<file path="src/rtl/pwm_capture.sv">
// -----------------------------------------------------------------------------
// pwm_capture
//
// Measures the high time of an incoming servo/ESC-style PWM pulse train in clk
// cycles. Each legal pulse is converted to an 8-bit speed code
// (high_time - W_MIN). Out-of-range pulses are flagged. Loss of signal is
// reported when no rising edge is seen for TIMEOUT cycles.
//
// Parameters
//   W_MIN    shortest legal high time (clk cycles), maps to code 0
//   W_MAX    longest legal high time (clk cycles), maps to code W_MAX-W_MIN
//            (W_MAX-W_MIN must fit in 8 bits)
//   TIMEOUT  cycles without a rising edge before the signal is declared lost
//   CNT_W    width of the width/period counters, 2^CNT_W-1 >= TIMEOUT
//
// Ports
//   clk          single clock for the whole block
//   rst          asynchronous, active-low reset
//   pwm_in       asynchronous PWM input
//   data_out     last valid speed code (forced to 0 on signal loss)
//   data_valid   one-cycle pulse when data_out takes a new measured code
//   width_err    one-cycle pulse when a measured pulse is out of range
//   signal_lost  level, high while no valid PWM is present
// -----------------------------------------------------------------------------
module pwm_capture #(
    parameter int W_MIN   = 229,
    parameter int W_MAX   = 371,
    parameter int TIMEOUT = 1214,
    parameter int CNT_W   = 11
) (
    input  logic       clk,
    input  logic       rst,
    input  logic       pwm_in,
    output logic [7:0] data_out,
    output logic       data_valid,
    output logic       width_err,
    output logic       signal_lost
);

    typedef enum logic [1:0] {
        IDLE = 2'd0,
        HIGH = 2'd1,
        LOW  = 2'd2
    } state_t;

    localparam logic [CNT_W-1:0] W_MIN_C   = CNT_W'(W_MIN);
    localparam logic [CNT_W-1:0] W_MAX_C   = CNT_W'(W_MAX);
    localparam logic [CNT_W-1:0] TIMEOUT_C = CNT_W'(TIMEOUT);
    localparam logic [CNT_W-1:0] CNT_SAT   = {CNT_W{1'b1}};

    // Synchronizer (s1, s2) plus edge-detect delay flop (s3)
    logic             s1_reg;
    logic             s2_reg;
    logic             s3_reg;

    // fill_reg marks when s2 holds a real sample of pwm_in rather than its
    // reset value; armed_reg is set once a genuine low has been seen. Together
    // they stop a pulse that is already high at reset release from being
    // taken as a rising edge.
    logic [1:0]       fill_reg;
    logic             armed_reg;

    logic [CNT_W-1:0] wcnt_reg;
    logic [CNT_W-1:0] pcnt_reg;
    state_t           state_reg;

    logic             rise;
    logic             fall;
    logic             timeout;
    logic             in_range;

    assign rise     = s2_reg & ~s3_reg;
    assign fall     = ~s2_reg & s3_reg;
    assign timeout  = (pcnt_reg == TIMEOUT_C);
    assign in_range = (wcnt_reg >= W_MIN_C) && (wcnt_reg <= W_MAX_C);

    // Input synchronizer and arming logic
    always_ff @(posedge clk or negedge rst) begin
        if (!rst) begin
            s1_reg    <= 1'b0;
            s2_reg    <= 1'b0;
            s3_reg    <= 1'b0;
            fill_reg  <= 2'b00;
            armed_reg <= 1'b0;
        end else begin
            s1_reg   <= pwm_in;
            s2_reg   <= s1_reg;
            s3_reg   <= s2_reg;
            fill_reg <= {fill_reg[0], 1'b1};
            if (fill_reg[1] && !s2_reg) begin
                armed_reg <= 1'b1;
            end
        end
    end

    // Width and period counters, both saturating
    always_ff @(posedge clk or negedge rst) begin
        if (!rst) begin
            wcnt_reg <= '0;
            pcnt_reg <= '0;
        end else begin
            if (rise) begin
                wcnt_reg <= CNT_W'(1);
            end else if (state_reg == HIGH && wcnt_reg != CNT_SAT) begin
                wcnt_reg <= wcnt_reg + CNT_W'(1);
            end

            if (rise) begin
                pcnt_reg <= '0;
            end else if (pcnt_reg != CNT_SAT) begin
                pcnt_reg <= pcnt_reg + CNT_W'(1);
            end
        end
    end

    // Measurement FSM with registered outputs
    always_ff @(posedge clk or negedge rst) begin
        if (!rst) begin
            state_reg   <= IDLE;
            data_out    <= 8'd0;
            data_valid  <= 1'b0;
            width_err   <= 1'b0;
            signal_lost <= 1'b1;
        end else begin
            data_valid <= 1'b0;
            width_err  <= 1'b0;

            case (state_reg)
                IDLE: begin
                    if (rise && armed_reg) begin
                        state_reg <= HIGH;
                    end
                end

                HIGH: begin
                    // A timeout coinciding with the fall wins: the input
                    // is treated as stuck high and nothing is reported.
                    if (timeout) begin
                        state_reg   <= IDLE;
                        signal_lost <= 1'b1;
                        data_out    <= 8'd0;
                    end else if (fall) begin
                        state_reg <= LOW;
                        if (in_range) begin
                            data_out    <= 8'(wcnt_reg - W_MIN_C);
                            data_valid  <= 1'b1;
                            signal_lost <= 1'b0;
                        end else begin
                            width_err <= 1'b1;
                        end
                    end
                end

                LOW: begin
                    // TIMEOUT cycles have elapsed since the last rise when
                    // the timeout fires, so it takes precedence.
                    if (timeout) begin
                        state_reg   <= IDLE;
                        signal_lost <= 1'b1;
                        data_out    <= 8'd0;
                    end else if (rise) begin
                        state_reg <= HIGH;
                    end
                end

                default: begin
                    state_reg <= IDLE;
                end
            endcase
        end
    end

endmodule

</file>
<file path="config.mk">
export PLATFORM = sky130hd
export DESIGN_NAME = pwm_capture
export DESIGN_NICKNAME = d
export VERILOG_FILES = /design/src/rtl/pwm_capture.sv
export SDC_FILE = /design/constraint.sdc
export NUM_CORES = 1
export LEC_CHECK = 0
export CAP_MARGIN = 20
export CORE_MARGIN = 3
export CORE_UTILIZATION = 23
export CTS_BUF_LIST = sky130_fd_sc_hd__clkbuf_2 sky130_fd_sc_hd__clkbuf_4 sky130_fd_sc_hd__clkbuf_8
export CTS_CLUSTER_DIAMETER = 30
export DETAILED_ROUTE_END_ITERATION = 10
export SKIP_CTS_REPAIR_TIMING = 1
export SLEW_MARGIN = 10
export SYNTH_ARGS = -nofsm -noshare
export SYNTH_HDL_FRONTEND = slang
export SYNTH_SLANG_ARGS = --single-unit
</file>
<file path="constraint.sdc">
create_clock -name clk -period 2.4 [get_ports clk]
set_input_delay 0.72 -clock clk [delete_from_list [all_inputs] [get_ports clk]]
set_output_delay 0.72 -clock clk [all_outputs]
set_load 0.02 [all_outputs]
</file>
# After elaboration in Yosys (flattened, before gate mapping)
# Cells that the tools add are included.
# word_totals
out_inout_bits,11
elab_cells,70
register_bits,41
input_bits,3
# op_classes
n_bitwise,4
n_mux,28
eq_ne,10
addsub,3
magnitude_cmp,2
reduce_logical,11
# ops
cell,count
11-bit 2-to-1 mux,4
8-bit 2-to-1 mux,4
11-bit by 1-bit adder with 11-bit output (second input constant),2
11-bit != test (second input constant),2
8-bit one-hot mux with 2 select lines,1
1-bit 2-to-1 mux,12
11-bit equality test (second input constant),1
11-bit by 8-bit >= comparator with 1-bit output (second input constant),1
11-bit by 9-bit less-or-equal comparator with 1-bit output (second input constant),1
2-bit 2-to-1 mux,5
3-bit != test (second input constant),3
8-bit subtractor (second input constant),1
2-bit one-hot mux with 3 select lines,1
2-bit nonzero test,3
1-bit logical AND,4
2-bit != test (second input constant),2
4-bit AND reduction,1
3-bit AND reduction,1
1-bit bitwise AND,2
2-bit by 1-bit equality test with 1-bit output (second input constant),1
2-bit equality test (second input constant),1
2-bit zero test,1
1-bit NOT,2
1-bit one-hot mux with 2 select lines,1
1-bit zero test,1

# Logic depth before layout (Yosys ltp)
# Gate-level depths: netlist of run 1.
# logic_depth
ltp_word,6
ltp_mapped,7

# Worst setup path before layout of run 1
# OpenSTA, ideal clock, no wires.
# synth_timing
path_type,register -> register
start,register wcnt_reg[0]
end,register wcnt_reg[1]
setup_slack_ps,574
path_stages_with_launch,7
required_time_ps,2268
arrival_time_ps,1694
synth_period_minus_slack_ps,1826
cell_sequence,dfrtp_1 -> ha_1 -> inv_1 -> or4_4 -> o21ai_4 -> mux2i_1 -> nor2_1
# synth_via
elab_chain_cells,3
elab_cells_between_ends,6
cone_classes,add/sub: 1; eq/ne: 1; mux: 2; reduce/logical: 2
# synth_lines
element,line,source
"start, declared",63,logic [CNT_W-1:0] wcnt_reg;
"start signal, assigned",105,wcnt_reg <= wcnt_reg + CNT_W'(1);
11-bit by 1-bit adder with 11-bit output / 11-bit != test (equally long branches),"105, 104",
11-bit 2-to-1 mux / 1-bit logical AND (equally long branches),104,end else if (state_reg == HIGH && wcnt_reg != CNT_SAT) begin
11-bit 2-to-1 mux / 2-bit nonzero test (equally long branches),-,
# Several ways; a longest one is shown, not always the timed one. The select of a mux whose other input is x is not followed.
# A chain may end at the register's enable or synchronous reset.

# Final worst setup path of run 1
# layout_timing
start,register signal_lost
end,output port signal_lost
# layout_rtl
element,line,source
"start, declared",37,output logic signal_lost
"start signal, assigned",123,signal_lost <= 1'b1;
"start signal, assigned",140,signal_lost <= 1'b1;
"start signal, assigned",147,signal_lost <= 1'b0;
# No word-level cell between the ends.

==> flow_summary.json, run 1 <==
{
  "holdCritStartpoint": "s1_reg",
  "io_pins": 14,
  "vdd.ir_drop.worst_mv": 0.222,
  "synthFlopType": "dfrtp_1",
  "pre_cts_ws_ps": 362,
  "relSlewSlack": 0.577,
  "pwr-share-comb": 0.241,
  "internal_power_uw": 1210,
  "wirelength_um": 3720,
  "hold_viol": 0,
  "rows": 33,
  "synth_top_area_share": 0.493,
  "multiInputGateArea_um2": 930,
  "layout_commonest_cell": "dfrtp_1",
  "ys_warn_count": 0,
  "rsz0062_at_grt": "false",
  "cts_max_path_buffers": 2,
  "worst_slew_pin_slew_ps": 625,
  "stdcell_count": 324,
  "worstPathCellList": "clkdlybuf4s50_1",
  "initialDrtViolationCount": 68,
  "powerDensity_mw_per_mm2": 741,
  "coreArea_mm2": 0.00838,
  "fill_cells": 876,
  "gr-total-overflow": 0,
  "fin_skew_ps": 7.45,
  "fin_tns_setup_ps": 0,
  "setup_slack_ps": 275,
  "cp_slowest_stage_delay_ps": 590,
  "fp.dieArea_mm2": 0.00999,
  "grt_pass1_wl_um": 6930,
  "cts_tree": "done",
  "synth_cell_types": 45,
  "postSynthAreaPerCell_um2": 10.1,
  "cts_sinks": 41,
  "crit_required_ps": 1680,
  "timing.rr.start": "pcnt_reg[0]",
  "grt_max_degree": 24,
  "ys_seq_area_frac": 0.506,
  "drc": 0,
  "cts_root_buffer": "clkbuf_8",
  "ff_latch_area_mm2": 0.00103,
  "clkTransAtPathRegs_ps": 80,
  "grt_pass1_vias": 1464,
  "synthMuxAreaShare": 0.00493,
  "crit_slowest_cell": "clkdlybuf4s50_1",
  "final_cell_mix": "dfrtp_1, nor2_1, nand2_1, clkdlybuf4s50_1, xor2_1",
  "hold_path_depth": 0,
  "routedWlPerCell_um": 11.5,
  "ant_nets": 0,
  "timing.final.crit_share": 0.886,
  "area_growth_pct": 18.4,
  "drv_cap": 0,
  "crit_arrival_ps": 1410,
  "syn-num-nets": 208,
  "dp_hpwl_um": 2780,
  "min_to": "s2_reg",
  "synth_area_mm2": 0.00203,
  "die_w_um": 99.9,
  "synth_fa_ha_area_frac": 0.0308,
  "switching_share": 0.322,
  "first_pass_iters": 4,
  "p_switching_uw": 574,
  "netlist_instances": 200,
  "p_leak_uw": 0.00103,
  "crit_buf_inv": 1,
  "vias_per_cell": 4.46,
  "synth_seq_cells": 41,
  "synth_top_family_by_area": "simple AND/OR/NAND/NOR gates",
  "start_kind": "flip-flop",
  "path_delay_family": "buffers and inverters",
  "fmax_ghz": 0.471,
  "clkPwrFrac": 0.275,
  "initial_core_util": 0.242,
  "antenna_found_initial": 0,
  "final_area_mm2": 0.00240,
  "worst_r2r_path_depth": 6,
  "synth_area_leaders": "dfrtp_1, nor2_1, xor2_1, xnor2_1, o2bb2ai_1",
  "cts_max_level": 2,
  "drive_gt1_frac": 0.0913,
  "gp_congestion": 0.779,
  "numPlacedInstances": 316,
  "synth_compound_area_frac": 0.139,
  "num_antenna_cells": 0,
  "final_nets": 226,
  "die_h_um": 99.9,
  "grt_use_total": 0.0849,
  "r2r_slack_ps": 370,
  "critPathCaptureType": "primary output",
  "critPathMaxFanout": 2,
  "vias": 1446,
  "synthSimpleGateAreaFrac": 0.200,
  "setup_viol": 0,
  "drv_slew": 0,
  "port_buffers": 13,
  "yosysTopAreaCell": "dfrtp_1",
  "status": "finished, final reports clean",
  "async_reset_ff_frac": 1.00,
  "clk_latency_ps": 290,
  "path_class": "reg2out",
  "seq_power_share": 0.484,
  "r2r-end": "pcnt_reg[9]",
  "synth_xor_xnor_area_share": 0.0820,
  "layout_min_cycle_time_ps": 2130,
  "cts_inserted_buffers": 5,
  "hp-class": "reg2reg",
  "synth_edf_count": 0,
  "placed_cell_area_mm2": 0.00230
}
stage by stage:
step	util	power (uW)	hold slack, ps
floorplan	-	1170	331
global placement	0.275	1300	332
detailed placement	0.275	1300	335
CTS	0.287	1800	354
global route	0.287	1920	357
finish	0.287	1780	352
worst register-to-register path: cells and delay by family, from the launching register on:
family	cells	cell delay (ps)
simple gates	4	1050
flops	1	460
fa+ha+maj	1	320
compound gates	1	140
final cells by class:
cell class | count | area share
Tap cell | 105 | 0.0547
Clock buffer | 7 | 0.0401
Clock inverter | 1 | 0.00208
Multi-Input combinational cell | 142 | 0.387
Timing Repair Buffer | 18 | 0.0729
Inverter | 10 | 0.0156
Sequential cell | 41 | 0.428
power groups by stage:
| stage | registers [uW] | logic [uW] | clock network, uW |
|---|---|---|---|
| after floorplan | 835 | 339 | 0 |
| after global placement | 872 | 424 | 0 |
| after detailed placement | 873 | 430 | 0 |
| after CTS | 860 | 433 | 512 |
| after global routing | 879 | 497 | 542 |
| final | 862 | 428 | 490 |
layer usage:
metal	up-vias	wire (um)	global-route usage	share of wire
li1	731	-	-	-
met1	692	1920	0.116	0.52
met2	19	1620	0.128	0.44
met5	-	0	0	0
met3	4	118	0.0229	0.032
met4	0	55	0.0315	0.015
cell families after synthesis:
| kind of cell | after synthesis |
|---|---|
| compound gates | 38 |
| xor+xnor | 19 |
| fa+ha+maj | 5 |
| buf+inv | 17 |
| flops | 41 |
| mux | 1 |
| other cells | 1 |
| simple gates | 78 |
synthesized netlist by cell type, types with 2 or more instances:
cell type and instances:
inv_1 9, dfrtp_1 40, and3_1 6, a21oi_1 6, xor2_1 10, ha_1 5, and4_1 2, o31ai_1 2
o21ai_0 6, buf_2 4, or3_1 2, o311ai_1 2, nand2_1 15, nor2b_1 4, o21a_1 2, clkbuf_1 2
o21ai_1 3, nand4_1 6, nand3_1 8, xnor2_1 9, nor2_1 24, nand2b_1 3, o2bb2ai_1 8
worst max path at each step:
stage / endpoint / cells after the start / start
after floorplan: wcnt_reg[1] / 6 / wcnt_reg[0]
after global placement: data_out[7] / 7 / wcnt_reg[1]
after detailed placement: data_out[7] / 7 / wcnt_reg[1]
after CTS: signal_lost / 1 / signal_lost
after global routing: data_out[1] / 7 / pcnt_reg[0]
final: signal_lost / 1 / signal_lost
(Power assumes the default switching activity.)
==> inputs of run 2 (changes only) <==
Settings changed: SETUP_SLACK_MARGIN set to 0.1.
==> results of run 2 <==
Final layout, timing and power as in run 1 (identical DEF).
==> inputs of run 3 (changes only) <==
Settings changed: SETUP_SLACK_MARGIN 0.1 to 0.15.
==> results of run 3 <==
Final layout, timing and power as in run 1 (identical DEF).
==> variant (settings of run 1) <==
The parameter `CNT_W` goes from 11 to 22.
--- a/src/rtl/pwm_capture.sv
+++ b/src/rtl/pwm_capture.sv
@@ -28,3 +28,3 @@
     parameter int TIMEOUT = 1214,
-    parameter int CNT_W   = 11
+    parameter int CNT_W   = 22
 ) (
Function: no difference found for any inputs over 10 cycles, from zero or initial values and one cycle with rst low; that may be too few to reach the edited logic, so the function may still have changed.
==> variant against run 1 <==
- clock skew rose by 0.0046 ns
- total power rose by 48%
- area after synthesis rose by 68%
- final area rose by 69%
- routed wire length rose by 110%
- sequential cell count rose by 22
- worst setup slack got worse by 0.14 ns
- critical path type is now reg -> reg
- largest power group unchanged
==> variant: results (changes against run 1) <==
Parameter                              Value

GRT
  Pin count of the biggest net entering global routing ... 41 (was 24)
  First-pass GRT wire length ... 13,400 um (was 6930 um)
  Vias in the first global route ... 2,773 (was 1,464)
  Total grt overflow ... 0 (unchanged)
  GRT Resource Usage Total ... 10.1% (was 8.49%)

Clock tree
  Number of buffers added by the clock tree synthesis step ... 9 (was 5)
  Clk root buf ... clkbuf_8 (unchanged)
  Max H-tree Level ... 3 (was 2)
  Skew-Pair Late Insertion Delay ... 0.35 ns (was 0.29 ns)

Final layout
  Fraction of final layout cells sized beyond drive strength 1 ... 12.3% (was 9.13%)
  Count of nets after finishing ... 411 (was 226)

Min path
  Min-Delay Path Class ... in -> async (was reg -> reg)

Yosys
  Portion of the post-synthesis area used by sequential elements ... 46.4% (was 50.6%)
  Cell types with the highest counts after synthesis ... dfrtp_1, nand2_1, nor2_1, xnor2_1, a21oi_1 (was dfrtp_1, nor2_1, nand2_1, xor2_1)
  Main area contributors after synthesis ... dfrtp_1, xnor2_1, nand2_1 (was dfrtp_1, nor2_1, xor2_1)
  Synthesized netlist net count ... 380 (was 208)
  Unique cell type count in the Yosys netlist ... 53 (was 45)

Routing
  Ratio of routed vias to standard cells ... 4.88 (was 4.46)
  Violation count after the first detailed-route iteration ... 216 (was 68)
  Average wire per standard cell ... 13.4 um (was 11.5 um)
  Post-Route M1 WL ... 3630 um (was 1920 um)
  Routed wire length on met3 ... 388 um (was 118 um)
  Routed length on met2 ... 3800 um (was 1620 um)

Setup path
  Worst path slowest cell ... or4_4 (was clkdlybuf4s50_1)
  Destination of the worst register-to-register timing path ... wcnt_reg[19] (was pcnt_reg[9])
  Max stage delay on crit path ... 0.50 ns (was 0.59 ns)
  Startpoint of the worst-slack reg-to-reg timing path ... wcnt_reg[1] (was pcnt_reg[0])
  Setup slack on the worst flop-to-flop path ... 0.13 ns (was 0.37 ns)
  Data arrival time of the critical path ... 2.54 ns (was 1.41 ns)
  R2r worst-path depth ... 5 (was 6)
  Critical Path Fanout Max ... 6 (was 2)
  Family with the most delay on the worst path ... simple AND/OR/NAND/NOR gates (was buffers and inverters)

Timing
  Worst clock skew on the final layout ... 0.0120 ns (was 0.00745 ns)
  Smallest hold slack ... 0.347 ns (was 0.352 ns)
  Transition time of the tightest slew-check pin ... 0.591 ns (was 0.625 ns)

Power and ir drop
  Worst vdd ir ... 259 uV (was 222 uV)
  Standby leakage power ... 1.63 nW (was 1.03 nW)

Placement
  Placed Instance Area ... 3870 sq um (was 2300 sq um)
  Detailed-placement wirelength estimate ... 5680 um (was 2780 um)
  GP Congestion ... 0.844 (was 0.779)

Outcome
  Run status ... complete, no violations (unchanged)
## variant: report_power, final
| group | internal [mW] | switching (mW) |
|---|---|---|
| sequential | 1.13 | 0.0664 |
| combinational | 0.215 | 0.293 |
| clock | 0.525 | 0.407 |
## variant: kinds of logic after synthesis
group	share of synthesized area, %
other cells	0.110
xor+xnor	7.73
compound gates	12.9
simple gates	26.9
fa+ha+maj	1.84
buf+inv	3.20
mux	0.883
flops	46.4
## variant: worst max-delay path by stage
| stage | depth (start not counted) | from | endpoint |
|---|---|---|---|
| 2_1_floorplan | 6 | wcnt_reg[5] | wcnt_reg[19] |
| 3_3_place_gp | 5 | wcnt_reg[6] | wcnt_reg[19] |
| 3_5_place_dp | 5 | wcnt_reg[6] | wcnt_reg[19] |
| 4_1_cts | 5 | wcnt_reg[6] | wcnt_reg[19] |
| 5_1_grt | 7 | pcnt_reg[1] | pcnt_reg[18] |
| 6_report | 5 | wcnt_reg[1] | wcnt_reg[19] |
## variant: through the flow
stage                     utilization (%)  cells  worst slack [ns]
after CTS                            28.7    587            0.0971
after detailed placement             27.3    572             0.124
after floorplan                         -    372             0.252
final                                28.8    587             0.131
after global placement               27.3    572             0.164
after global routing                 28.8    587            0.0101
## variant: cell type report
type,count,area [sq um]
clock buffers,11,151
well taps,180,225
repair buffers,36,310
flip-flops and latches,63,1580
clock inverters,4,45.0
multi-input cells,282,1720
inverters,11,41.3
fillers,1510,10100
## variant: metal layers
layer	track usage [%]	up-vias
li1	-	1398
met1	13.1	1394
met2	16.4	59
met3	3.14	11
met4	2.37	0
met5	0	-
